==> src/rtl/uart_tx_fifo_if.sv <==
// Host-write and transmitter-handshake signals of uart_tx_fifo, grouped as one bundle.
// The FIFO side uses the slave modport; the driving side (host/bench) uses master.
interface uart_tx_fifo_if #(
  parameter int AW = 4
);
  logic          wr_enH;
  logic [7:0]    wr_data;
  logic          fifo_fullH;
  logic          fifo_emptyH;
  logic [AW:0]   count;
  logic [7:0]    DBUS;
  logic          txd_startH;
  logic          txd_doneH;
  logic          tx_busyH;
  logic          ovf_errH;
  logic          ovf_clrH;

  modport slave (
    input  wr_enH, wr_data, txd_doneH, ovf_clrH,
    output fifo_fullH, fifo_emptyH, count, DBUS, txd_startH, tx_busyH, ovf_errH
  );

  modport master (
    output wr_enH, wr_data, txd_doneH, ovf_clrH,
    input  fifo_fullH, fifo_emptyH, count, DBUS, txd_startH, tx_busyH, ovf_errH
  );
endinterface

==> src/rtl/uart_tx_fifo.sv <==
// Byte FIFO plus start sequencer feeding a UART transmitter (IDLE -> START -> WAIT_DONE).
// Optional sticky overflow flag: define UART_TX_FIFO_OVF_EN to build it.
module uart_tx_fifo #(
  parameter int DEPTH     = 16,
  parameter int AW        = 4,
  parameter int START_CYC = 16
) (
  input  logic               sysclk,
  input  logic               rst_n,
  uart_tx_fifo_if.slave      bus
);
  localparam int SW = (START_CYC > 1) ? $clog2(START_CYC) : 1;

  typedef enum logic [1:0] {
    IDLE      = 2'd0,
    START     = 2'd1,
    WAIT_DONE = 2'd2
  } state_t;

  state_t          state_q, state_d;
  logic [AW-1:0]   wp_q, wp_d;
  logic [AW-1:0]   rp_q, rp_d;
  logic [AW:0]     count_q, count_d;
  logic [SW-1:0]   scnt_q, scnt_d;
  logic [7:0]      dbus_q, dbus_d;
  logic            done_q;
  logic [7:0]      mem [DEPTH];

  logic            full;
  logic            empty;
  logic            push;
  logic            pop;
  logic            done_rise;

  assign full      = (count_q == (AW+1)'(DEPTH));
  assign empty     = (count_q == '0);
  // Full flag is the registered one, so a pop in the same cycle never frees room for a push
  assign push      = bus.wr_enH && !full;
  assign pop       = (state_q == IDLE) && !empty;
  assign done_rise = bus.txd_doneH & ~done_q;

  always_comb begin
    state_d = state_q;
    wp_d    = wp_q;
    rp_d    = rp_q;
    scnt_d  = scnt_q;
    dbus_d  = dbus_q;
    count_d = count_q + {{AW{1'b0}}, push} - {{AW{1'b0}}, pop};
    if (push) begin
      wp_d = wp_q + 1'b1;
    end
    case (state_q)
      IDLE: begin
        if (pop) begin
          dbus_d  = mem[rp_q];
          rp_d    = rp_q + 1'b1;
          scnt_d  = SW'(START_CYC - 1);
          state_d = START;
        end
      end
      START: begin
        if (scnt_q == '0) begin
          state_d = WAIT_DONE;
        end else begin
          scnt_d = scnt_q - 1'b1;
        end
      end
      WAIT_DONE: begin
        if (done_rise) begin
          state_d = IDLE;
        end
      end
      default: state_d = IDLE;
    endcase
  end

  always_ff @(posedge sysclk or negedge rst_n) begin
    if (!rst_n) begin
      state_q <= IDLE;
      wp_q    <= '0;
      rp_q    <= '0;
      count_q <= '0;
      scnt_q  <= '0;
      dbus_q  <= 8'h00;
      done_q  <= 1'b0;
    end else begin
      state_q <= state_d;
      wp_q    <= wp_d;
      rp_q    <= rp_d;
      count_q <= count_d;
      scnt_q  <= scnt_d;
      dbus_q  <= dbus_d;
      done_q  <= bus.txd_doneH;
    end
  end

  // Storage carries no reset; stale contents are unreachable once the pointers clear
  always_ff @(posedge sysclk) begin
    if (push) begin
      mem[wp_q] <= bus.wr_data;
    end
  end

`ifdef UART_TX_FIFO_OVF_EN
  logic ovf_q, ovf_d;

  always_comb begin
    ovf_d = ovf_q;
    if (bus.wr_enH && full) begin
      ovf_d = 1'b1;
    end else if (bus.ovf_clrH) begin
      ovf_d = 1'b0;
    end
  end

  always_ff @(posedge sysclk or negedge rst_n) begin
    if (!rst_n) begin
      ovf_q <= 1'b0;
    end else begin
      ovf_q <= ovf_d;
    end
  end

  assign bus.ovf_errH = ovf_q;
`else
  assign bus.ovf_errH = 1'b0;
`endif

  assign bus.fifo_fullH  = full;
  assign bus.fifo_emptyH = empty;
  assign bus.count       = count_q;
  assign bus.DBUS        = dbus_q;
  assign bus.txd_startH  = (state_q == START);
  assign bus.tx_busyH    = (state_q != IDLE);

endmodule

==> src/flat_wrapper.sv <==
// flat-port wrapper written by rule: the top's interface ports become plain ports
module uart_tx_fifo_flat 
#(
  parameter int DEPTH     = 16,
  parameter int AW        = 4,
  parameter int START_CYC = 16
)
  (sysclk, rst_n, bus_wr_enH, bus_wr_data, bus_txd_doneH, bus_ovf_clrH, bus_fifo_fullH, bus_fifo_emptyH, bus_count, bus_DBUS, bus_txd_startH, bus_tx_busyH, bus_ovf_errH);
  uart_tx_fifo_if #(.AW(AW)) bus_i ();
  input  logic sysclk;
  input  logic rst_n;
  input wire logic [$bits(bus_i.wr_enH)-1:0] bus_wr_enH;
  input wire logic [$bits(bus_i.wr_data)-1:0] bus_wr_data;
  input wire logic [$bits(bus_i.txd_doneH)-1:0] bus_txd_doneH;
  input wire logic [$bits(bus_i.ovf_clrH)-1:0] bus_ovf_clrH;
  output wire logic [$bits(bus_i.fifo_fullH)-1:0] bus_fifo_fullH;
  output wire logic [$bits(bus_i.fifo_emptyH)-1:0] bus_fifo_emptyH;
  output wire logic [$bits(bus_i.count)-1:0] bus_count;
  output wire logic [$bits(bus_i.DBUS)-1:0] bus_DBUS;
  output wire logic [$bits(bus_i.txd_startH)-1:0] bus_txd_startH;
  output wire logic [$bits(bus_i.tx_busyH)-1:0] bus_tx_busyH;
  output wire logic [$bits(bus_i.ovf_errH)-1:0] bus_ovf_errH;
  assign bus_i.wr_enH = bus_wr_enH;
  assign bus_i.wr_data = bus_wr_data;
  assign bus_i.txd_doneH = bus_txd_doneH;
  assign bus_i.ovf_clrH = bus_ovf_clrH;
  assign bus_fifo_fullH = bus_i.fifo_fullH;
  assign bus_fifo_emptyH = bus_i.fifo_emptyH;
  assign bus_count = bus_i.count;
  assign bus_DBUS = bus_i.DBUS;
  assign bus_txd_startH = bus_i.txd_startH;
  assign bus_tx_busyH = bus_i.tx_busyH;
  assign bus_ovf_errH = bus_i.ovf_errH;
  uart_tx_fifo #(.DEPTH(DEPTH), .AW(AW), .START_CYC(START_CYC)) u_core (.sysclk(sysclk), .rst_n(rst_n), .bus(bus_i));
endmodule
==> config.mk <==
export PLATFORM = sky130hd
export DESIGN_NAME = uart_tx_fifo_flat
export DESIGN_NICKNAME = d
export VERILOG_FILES = /design/src/rtl/uart_tx_fifo_if.sv /design/src/rtl/uart_tx_fifo.sv /design/src/flat_wrapper.sv
export SDC_FILE = /design/constraint.sdc
export NUM_CORES = 1
export LEC_CHECK = 0
export CELL_PAD_IN_SITES_DETAIL_PLACEMENT = 1
export CELL_PAD_IN_SITES_GLOBAL_PLACEMENT = 2
export CORE_ASPECT_RATIO = 1.2
export CORE_UTILIZATION = 45
export CTS_CLUSTER_DIAMETER = 50
export DETAILED_ROUTE_END_ITERATION = 16
export GPL_ROUTABILITY_DRIVEN = 0
export GPL_TIMING_DRIVEN = 0
export PLACE_DENSITY_LB_ADDON = 0.05
export SYNTH_ARGS = -nofsm -noshare
export SYNTH_HDL_FRONTEND = slang
export SYNTH_SLANG_ARGS = --single-unit
==> constraint.sdc <==
create_clock -name sysclk -period 3.6 [get_ports sysclk]
set_clock_uncertainty 0.15 [all_clocks]
set_input_delay 0.9 -clock sysclk [delete_from_list [all_inputs] [get_ports sysclk]]
set_output_delay 0.9 -clock sysclk [all_outputs]
set_load 0.01 [all_outputs]
# After elaboration in Yosys (flattened, before gate mapping)
# Memories as Yosys holds them, arrays and structs flattened. A register that Yosys moved wholly into a read port is not among the register bits.
# Cells that the tools add are included.
[word_totals]
ff_bits = 20
latch_bits = 0
ram_bits = 128
rom_bits = 0
elab_cells = 43
mem_count = 1
[classes]
n_addsub = 5
mul = 0
n_div = 0
magnitude_cmp = 0
eq_ne = 7
shifts = 0
n_mux = 9
bitwise = 2
reduce_logical = 13
[mem_list]
columns = ["name", "words", "width", "read_ports", "rd_clocked_by_memory_dff", "wr", "line", "rtl"]
rows = [
  ["u_core.mem", 16, 8, 1, 1, 1, "uart_tx_fifo.sv:27", "logic [7:0] mem [DEPTH];"],
]
[ops]
columns = ["operator", "n"]
rows = [
  ["adder 4 x 1 -> 4 bit (second input constant)", 2],
  ["2-to-1 mux 4 bit", 2],
  ["case mux 4 bit (2 select lines)", 1],
  ["2-to-1 mux 2 bit", 3],
  ["!= test 2 x 1 -> 1 bit (second input constant)", 3],
  ["case mux 2 bit (3 select lines)", 1],
  ["AND reduction 3 bit", 2],
  ["adder 5 x 1 -> 5 bit", 1],
  ["equality test 5 bit (second input constant)", 1],
  ["logical NOT 5 bit", 1],
  ["subtractor 5 x 1 -> 5 bit", 1],
  ["logical NOT 4 bit", 1],
  ["nonzero test 2 bit", 2],
  ["subtractor 4 x 1 -> 4 bit (second input constant)", 1],
  ["logical NOT 1 bit", 3],
  ["equality test 2 x 1 -> 1 bit (second input constant)", 1],
  ["equality test 2 bit (second input constant)", 1],
  ["logical AND 1 bit", 2],
  ["logical NOT 2 bit", 1],
  ["2-to-1 mux 1 bit", 2],
  ["!= test 2 bit (second input constant)", 1],
  ["AND reduction 2 bit", 1],
  ["bitwise AND 1 bit", 1],
  ["inverter 1 bit", 1],
]

# Logic depth before layout (Yosys ltp)
# Gate-level depths: netlist of run 1.
[logic_depth]
depth_word = 5
mapped_depth = 15
ltp_nobuf = 13

# Worst setup path before layout of run 1
# No wires, ideal clock.
[synth_path]
kind = "register to register"
start = "reg u_core.count_q[3], in the netlist u_core.bus.count[3]"
end = "reg u_core.count_q[4], in the netlist u_core.bus.count[4]"
setup_time_ns = 0.123
arrival_time_ns = 2.649
t_required_ns = 3.327
setup_slack_ns = 0.678
stages_incl_launch_ff = 16
period_less_slack_ns = 2.922
cell_sequence = "dfrtp_1 -> inv_1 -> ha_1 -> nor4b_4 -> or2_1 -> buf_6 -> inv_6 -> buf_2 -> ha_1 -> inv_1 -> ha_1 -> fa_1 -> a21oi_1 -> nor2_1 -> nor2_1 -> xnor2_1"
[synth_via]
word_cells_on_any_way = 8
classes_between = "add/sub (2); eq/ne (1); reduce/logical (5)"
[synth_lines]
columns = ["element", "line", "rtl"]
rows = [
  ["start, declared", "uart_tx_fifo.sv:23", "logic [AW:0] count_q, count_d;"],
  ["start signal, assigned", "uart_tx_fifo.sv:90", "count_q <= count_d;"],
  ["logical NOT 5 bit", "uart_tx_fifo.sv:36", "assign empty = (count_q == '0);"],
  ["net bus_fifo_emptyH", "flat_wrapper.sv:17", "output wire logic [$bits(bus_i.fifo_emptyH)-1:0] bus_fifo_emptyH;"],
  ["logical NOT 1 bit", "uart_tx_fifo.sv:39", "assign pop = (state_q == IDLE) && !empty;"],
  ["logical AND 1 bit", "uart_tx_fifo.sv:39", ""],
  ["subtractor 5 x 1 -> 5 bit", "uart_tx_fifo.sv:48", "count_d = count_q + {{AW{1'b0}}, push} - {{AW{1'b0}}, pop};"],
  ["net u_core.count_d[4]", "uart_tx_fifo.sv:23", ""],
]
# The timed path passes the listed nets, and every way through them passes these cells.
# A chain may end at the register's enable or synchronous reset.

# Worst setup path in the final report of run 1
[layout_path]
start = "reg u_core.count_q[2], in the netlist u_core.bus.count[2]"
end = "reg u_core.count_q[4], in the netlist u_core.bus.count[4]"
[layout_via]
elab_chain_len = 5
word_cells_on_any_way = 8
classes_between = "add/sub (2); eq/ne (1); reduce/logical (5)"
[layout_rtl]
columns = ["element", "line", "rtl"]
rows = [
  ["equality test 5 bit", "uart_tx_fifo.sv:35", "assign full = (count_q == (AW+1)'(DEPTH));"],
  ["logical NOT 1 bit", "uart_tx_fifo.sv:38", "assign push = bus.wr_enH && !full;"],
  ["logical AND 1 bit", "uart_tx_fifo.sv:38", ""],
  ["adder 5 x 1 -> 5 bit", "uart_tx_fifo.sv:48", ""],
  ["subtractor 5 x 1 -> 5 bit *", "uart_tx_fifo.sv:48", ""],
  ["net u_core.count_d[4]", "uart_tx_fifo.sv:23", ""],
]
# Mark *: on every way through the listed nets, which the timed path passes. The rest lies on a longest branch.

==> impl_metrics.json, run 1 <==
{
  "syn_area_um2": 6340,
  "area_delta_synth_final_pct": 18.4,
  "startpoint_type": "flop",
  "dieArea_um2": 14600,
  "portBuffers": 28,
  "p_int_mw": 4.39,
  "async_flop_share_pct": 17.9,
  "cts_made_buffers": 17,
  "antenna_found_initial": 0,
  "cts_setup_buffers": 0,
  "rsz0062_at_grt": "no",
  "cts_buffer_depth": 2,
  "coreArea_um2": 13800,
  "p_switching_mw": 1.95,
  "synth_edf_count": 128,
  "min_path_type": "reg -> reg",
  "pwr-share-seq_pct": 38.2,
  "drv_slew": 0,
  "ctsResizeCount": 0,
  "worst_pin_slew_ps": 849,
  "ant_nets": 0,
  "syn_inst": 338,
  "p_sw_share_pct": 30.7,
  "rows": 47,
  "vdd_drop_max_uv": 473,
  "critPathMaxFanout": 10,
  "grt_max_degree": 29,
  "clock-root-buffer": "clkbuf_16",
  "cts_hold_buf": 0,
  "fin_ws_ps": 478,
  "grt-ovfl-total": 0,
  "clock.fmax_mhz": 320,
  "antenna_cells": 0,
  "synth_warnings": 0,
  "clk_pin_slew_worst_paths_ps": 60,
  "setup_viol": 0,
  "path_class": "reg -> reg",
  "total_power_mw": 6.33,
  "grt_pass1_vias": 3349,
  "leakage_nw": 2.61,
  "crit_required_ps": 3790,
  "power_frac_clock_pct": 29.7,
  "grt_pass1_wl_mm": 20.2,
  "p_comb_share_pct": 32.1,
  "synth_area_per_cell_um2": 18.7,
  "final_common_cell": "edfxtp_1",
  "die_h_um": 132,
  "initial_core_util_pct": 46.1,
  "wl_per_cell_um": 23.0,
  "slew_headroom_pct": 43.2,
  "gr-usage-all-layers_pct": 20.3,
  "die_x_um": 110,
  "finalCriticalPeriod_ps": 3120,
  "synth_seq_area_share_pct": 71.7,
  "crit_path_end_kind": "flop",
  "cp.arrival_ps": 3310,
  "nets": 415,
  "drt-pass1-iter-count": 4,
  "ys_seq_elements": 156,
  "layout_common_cells": "edfxtp_1 (128), mux4_2 (32), dfrtp_1 (28), clkdlybuf4s50_1 (27), clkbuf_16 (17)",
  "clk_latency_ps": 420,
  "hold_viol": 0,
  "cts_tree": "built",
  "synth_flop_cell": "edfxtp_1",
  "finalWirelength_mm": 13.2,
  "drc_errors": 0,
  "hpwl_mm": 9.03,
  "fin_crit_sh_pct": 86.7,
  "drv_cap": 0,
  "cts_sinks": 156,
  "vias_per_cell": 5.47,
  "status": "finished, final reports clean",
  "drt_iter0_drc": 187,
  "synth.distinct_cells": 42,
  "power_density_nw_per_um2": 844,
  "fillers": 1274,
  "drive_gt1_share_pct": 23.9,
  "ios": 31,
  "synth_fp_nets": 364,
  "preCtsSetupSlack_ps": 184,
  "cts_htree_levels": 4,
  "vias": 3135
}
-- Yosys cell counts, types with 4 or more instances --
cell type | instances | area, µm²
nand2_1 | 11 | 41.3
mux4_2 | 32 | 721
buf_4 | 4 | 30.0
mux2i_1 | 8 | 80.1
and2_1 | 8 | 50.1
nand3_1 | 4 | 20.0
dfrtp_1 | 28 | 701
xor2_1 | 5 | 43.8
buf_2 | 4 | 20.0
inv_1 | 16 | 60.1
ha_1 | 12 | 150
o22ai_1 | 8 | 50.1
a221oi_2 | 7 | 105
nor2_1 | 15 | 56.3
edfxtp_1 | 128 | 3840
xnor2_1 | 7 | 61.3
nor4_1 | 4 | 25.0
clkbuf_1 | 5 | 18.8
-- path summary, 6_finish.rpt --
check                                     from                  end  slack, ps  cells after the start
max                        u_core.bus.count[2]  u_core.bus.count[4]        480                     15
min                          u_core.state_q[0]    u_core.state_q[1]        310                      1
max reg2reg                u_core.bus.count[2]  u_core.bus.count[4]        480                     15
min reg2reg                  u_core.state_q[0]    u_core.state_q[1]        310                      1
max in group asynchronous                rst_n    u_core.state_q[1]       2440                      1
min in group asynchronous                rst_n  u_core.bus.count[4]        390                      1
-- registers in the layout, summed over array words and instances, names as in the netlist --
name	cells
u_core.mem	128
u_core.done_q	1
u_core.bus.count	5
u_core.state_q	2
u_core.wp_q	4
u_core.rp_q	4
u_core.scnt_q	4
u_core.bus.DBUS	8
-- through the flow --
stage | instance area, µm² | instances | hold slack [ps] | TNS, ps | util (%)
floorplan | 6340 | 338 | 280 | 0 | -
global placement | 6830 | 537 | 298 | -5700 | 49.6
detailed placement | 6880 | 541 | 304 | 0 | 50.0
CTS | 7500 | 573 | 313 | 0 | 54.5
global route | 7500 | 573 | 317 | 0 | 54.5
finish | 7500 | 573 | 308 | 0 | 54.5
-- power by group through the flow --
stage / clock (mW) / sequential (mW) / combinational [mW]
floorplan: 0 / 2.44 / 1.39
global placement: 0 / 2.45 / 2.03
detailed placement: 0 / 2.46 / 2.09
CTS: 1.92 / 2.43 / 2.09
global route: 1.97 / 2.45 / 2.23
finish: 1.88 / 2.42 / 2.03
-- area by class of cell --
cell class / instances / area, µm² / area share (%)
Buffer: 17 / 106 / 1.42
Clock buffer: 18 / 429 / 5.72
Clock inverter: 14 / 191 / 2.55
Inverter: 18 / 72.6 / 0.967
Multi-Input combinational cell: 147 / 1640 / 21.8
Sequential cell: 156 / 4540 / 60.6
Tap cell: 171 / 214 / 2.85
Timing Repair Buffer: 32 / 305 / 4.07
-- cells by family (layout without fill, tap and decap cells) --
family          Yosys count  count (layout)  share of synthesized area, %
compound gates           23              23                          3.26
xor+xnor                 12              12                          1.66
fa+ha+maj                13              13                          2.69
buf+inv                  35              99                          2.82
flops                   156             156                          71.7
mux                      41              41                          12.8
other cells               1               1                        0.0592
simple gates             57              57                          4.99
-- worst max-delay path, cell delays in order (launching register included) --
cell and delay (ps):
dfrtp_1 390, inv_1 90, ha_1 180, nor4b_4 220, or2_1 150, buf_6 150, inv_6 60, buf_2 220
ha_1 310, inv_1 40, ha_1 200, fa_1 400, a21oi_1 170, nor2_1 60, nor2_1 120, xnor2_1 120
-- layer usage --
metal | GRT usage, % | vias up | part of all wire (%)
li1 | - | 1414 | -
met1 | 27.5 | 1644 | 44
met2 | 32.3 | 63 | 52
met3 | 4.45 | 14 | 2.9
met4 | 7.31 | 0 | 1.4
met5 | 0 | - | 0
Note: power is estimated with default switching activity, not from simulation.
==> inputs of run 2 (changes only) <==
==> constraint.sdc (replaced) <==
create_clock -name sysclk -period 2.9 [get_ports sysclk]
set_clock_uncertainty 0.15 [all_clocks]
set_input_delay 0.725 -clock sysclk [delete_from_list [all_inputs] [get_ports sysclk]]
set_output_delay 0.725 -clock sysclk [all_outputs]
set_load 0.01 [all_outputs]
==> run 2 against run 1 <==
  * Die area unchanged
  * Fmax grew 10%
  * Non-clock buffer count increased by 1
  * Design area up 0.17%
  * Clock power up 21%
  * Final cell count increased by 0.17%
  * Global-route usage shrank 1.0 points
  * Register-to-register slack got worse by 410 ps
  * Power is 24% higher
  * Worst setup slack lost 410 ps
  * Sequential power rose by 24%
  * Largest cell class unchanged
==> impl_metrics.json, run 2 (synthesis results as in run 1) <==
{
  "status": "finished, final reports clean",
  "coreArea_um2": 13800,
  "cts_tree": "built",
  "grt-ovfl-total": 0,
  "ios": 31,
  "layout_common_cells": "edfxtp_1 (128), mux4_2 (32), dfrtp_1 (28), clkdlybuf4s50_1 (27), clkbuf_16 (17)",
  "slew_headroom_pct": 39.6,
  "r2r-end": "u_core.mem[12][7]",
  "die_h_um": 132,
  "largest_register": "u_core.mem",
  "startpoint_type": "flop",
  "antenna_cells": 0,
  "fillers": 1262,
  "dieArea_um2": 14600,
  "largest_register_ffs": 128,
  "power_density_nw_per_um2": 1040,
  "cp.arrival_ps": 2730,
  "nets": 416,
  "portBuffers": 28,
  "path_class": "reg -> reg",
  "area_delta_synth_final_pct": 18.6,
  "setup_viol": 0,
  "cts_hold_buf": 0,
  "cts_buffer_depth": 2,
  "regArea_um2": 4540,
  "total_power_mw": 7.83,
  "wl_per_cell_um": 21.4,
  "fin_util_pct": 54.6,
  "crit_path_end_kind": "flop",
  "p_switching_mw": 2.43,
  "hold_viol": 0,
  "placed_cells": 541,
  "antenna_found_initial": 0,
  "p_comb_share_pct": 32.5,
  "rows": 47,
  "reg2reg_from": "u_core.bus.count[2]",
  "multiInputGateArea_um2": 1650,
  "hpwl_mm": 8.69,
  "leakage_nw": 2.61,
  "drv_cap": 0,
  "clock.fmax_mhz": 353,
  "vias": 3130,
  "clk_pin_slew_worst_paths_ps": 60,
  "rsz0062_at_grt": "yes",
  "r2r_slack_ps": 70,
  "initial_core_util_pct": 46.1,
  "drv_slew": 0,
  "cts_sinks": 156,
  "drc_errors": 0,
  "die_x_um": 110,
  "pwr-share-seq_pct": 38.3,
  "grt_pass1_wl_mm": 19.6,
  "cts_htree_levels": 4,
  "power_frac_clock_pct": 29.2,
  "cts_made_buffers": 17,
  "vdd_drop_max_uv": 618,
  "grt_pass1_vias": 3444,
  "drive_gt1_share_pct": 25.3,
  "p_int_mw": 5.40,
  "reg2regPathDepth": 8,
  "grt_max_degree": 29,
  "p_sw_share_pct": 31.1,
  "fin_crit_sh_pct": 97.7,
  "finalCriticalPeriod_ps": 2830,
  "vias_per_cell": 5.45,
  "critPathMaxFanout": 8,
  "drt-pass1-iter-count": 4,
  "min_path_type": "in -> async",
  "drt_iter0_drc": 135,
  "clock-root-buffer": "clkbuf_16",
  "final_common_cell": "edfxtp_1",
  "finalWirelength_mm": 12.3,
  "finalNonFillerCells": 574,
  "crit_required_ps": 2790,
  "clk_latency_ps": 420,
  "gr-usage-all-layers_pct": 19.3,
  "ant_nets": 0,
  "final_area_um2": 7510,
  "worst_pin_slew_ps": 903,
  "place_area_um2": 6890
}
-- run 2: changes by cell type in the layout (fill, tap and decap cells not counted), moves of 2 or more --
cell	before	now
clkinv_4	1	4
buf_4	8	10
inv_8	0	2
clkinv_2	2	0
clkbuf_1	6	4
-- run 2: how the worst max path moves through the flow --
stage | startpoint | end | slack, ps | cells after the start
2_1_floorplan | u_core.bus.count[3] | u_core.bus.count[4] | 10 | 15
3_3_place_gp | bus_wr_enH | u_core.mem[2][5] | -700 | 4
3_5_place_dp | bus_wr_enH | u_core.mem[15][5] | -310 | 6
4_1_cts | u_core.bus.count[2] | u_core.mem[14][2] | 30 | 8
5_1_grt | u_core.bus.count[2] | u_core.mem[12][7] | -90 | 8
6_report | u_core.bus.count[2] | u_core.mem[12][7] | 70 | 8
-- run 2: cell type report --
| cell class | instances | area share (%) |
|---|---|---|
| flip-flops and latches | 156 | 60.5 |
| multi-input cells | 147 | 21.9 |
| clock buffers | 17 | 5.66 |
| repair buffers | 34 | 4.26 |
| well taps | 171 | 2.85 |
| clock inverters | 15 | 2.50 |
| plain buffers | 16 | 1.37 |
| inverters | 18 | 0.966 |
-- run 2: layer usage --
layer / routed length (µm) / share of wire, % / GRT usage [%] / up-vias
li1: - / - / - / 1415
met1: 5220 / 42 / 24.9 / 1643
met2: 6420 / 52 / 31.2 / 59
met3: 473 / 3.8 / 5.49 / 13
met4: 178 / 1.4 / 6.65 / 0
met5: 0 / 0 / 0 / -
-- run 2: repair_timing --
item                                    CTS  global route
endpoints found under the setup margin   23            25
buffers inserted                          2             0
resized for setup                         3             2
pin swaps                                 2             2
-- run 2: through the flow --
stage | TNS, ps | hold WS [ps] | worst slack, ps
6_report | 0 | 186 | 66.4
3_5_place_dp | -8970 | 306 | -314
5_1_grt | -1720 | 234 | -94.1
2_1_floorplan | 0 | 279 | 9.62
3_3_place_gp | -26650 | 300 | -698
4_1_cts | 0 | 314 | 31.5
-- run 2: power by group through the flow --
stage	sequential, mW	combinational (mW)	clock, mW
5_1_grt	3.04	2.82	2.40
3_5_place_dp	3.05	2.58	0
3_3_place_gp	3.03	2.50	0
2_1_floorplan	3.03	1.72	0
4_1_cts	3.00	2.60	2.33
6_report	3.00	2.55	2.28
-- run 2: critical path, cell delays in order, from the launching register on --
cell	delay, ps
dfrtp_1	390
inv_2	60
ha_1	210
and4bb_1	200
nand2b_1	140
clkbuf_2	200
inv_2	170
nand3_1	190
nor2_1	750
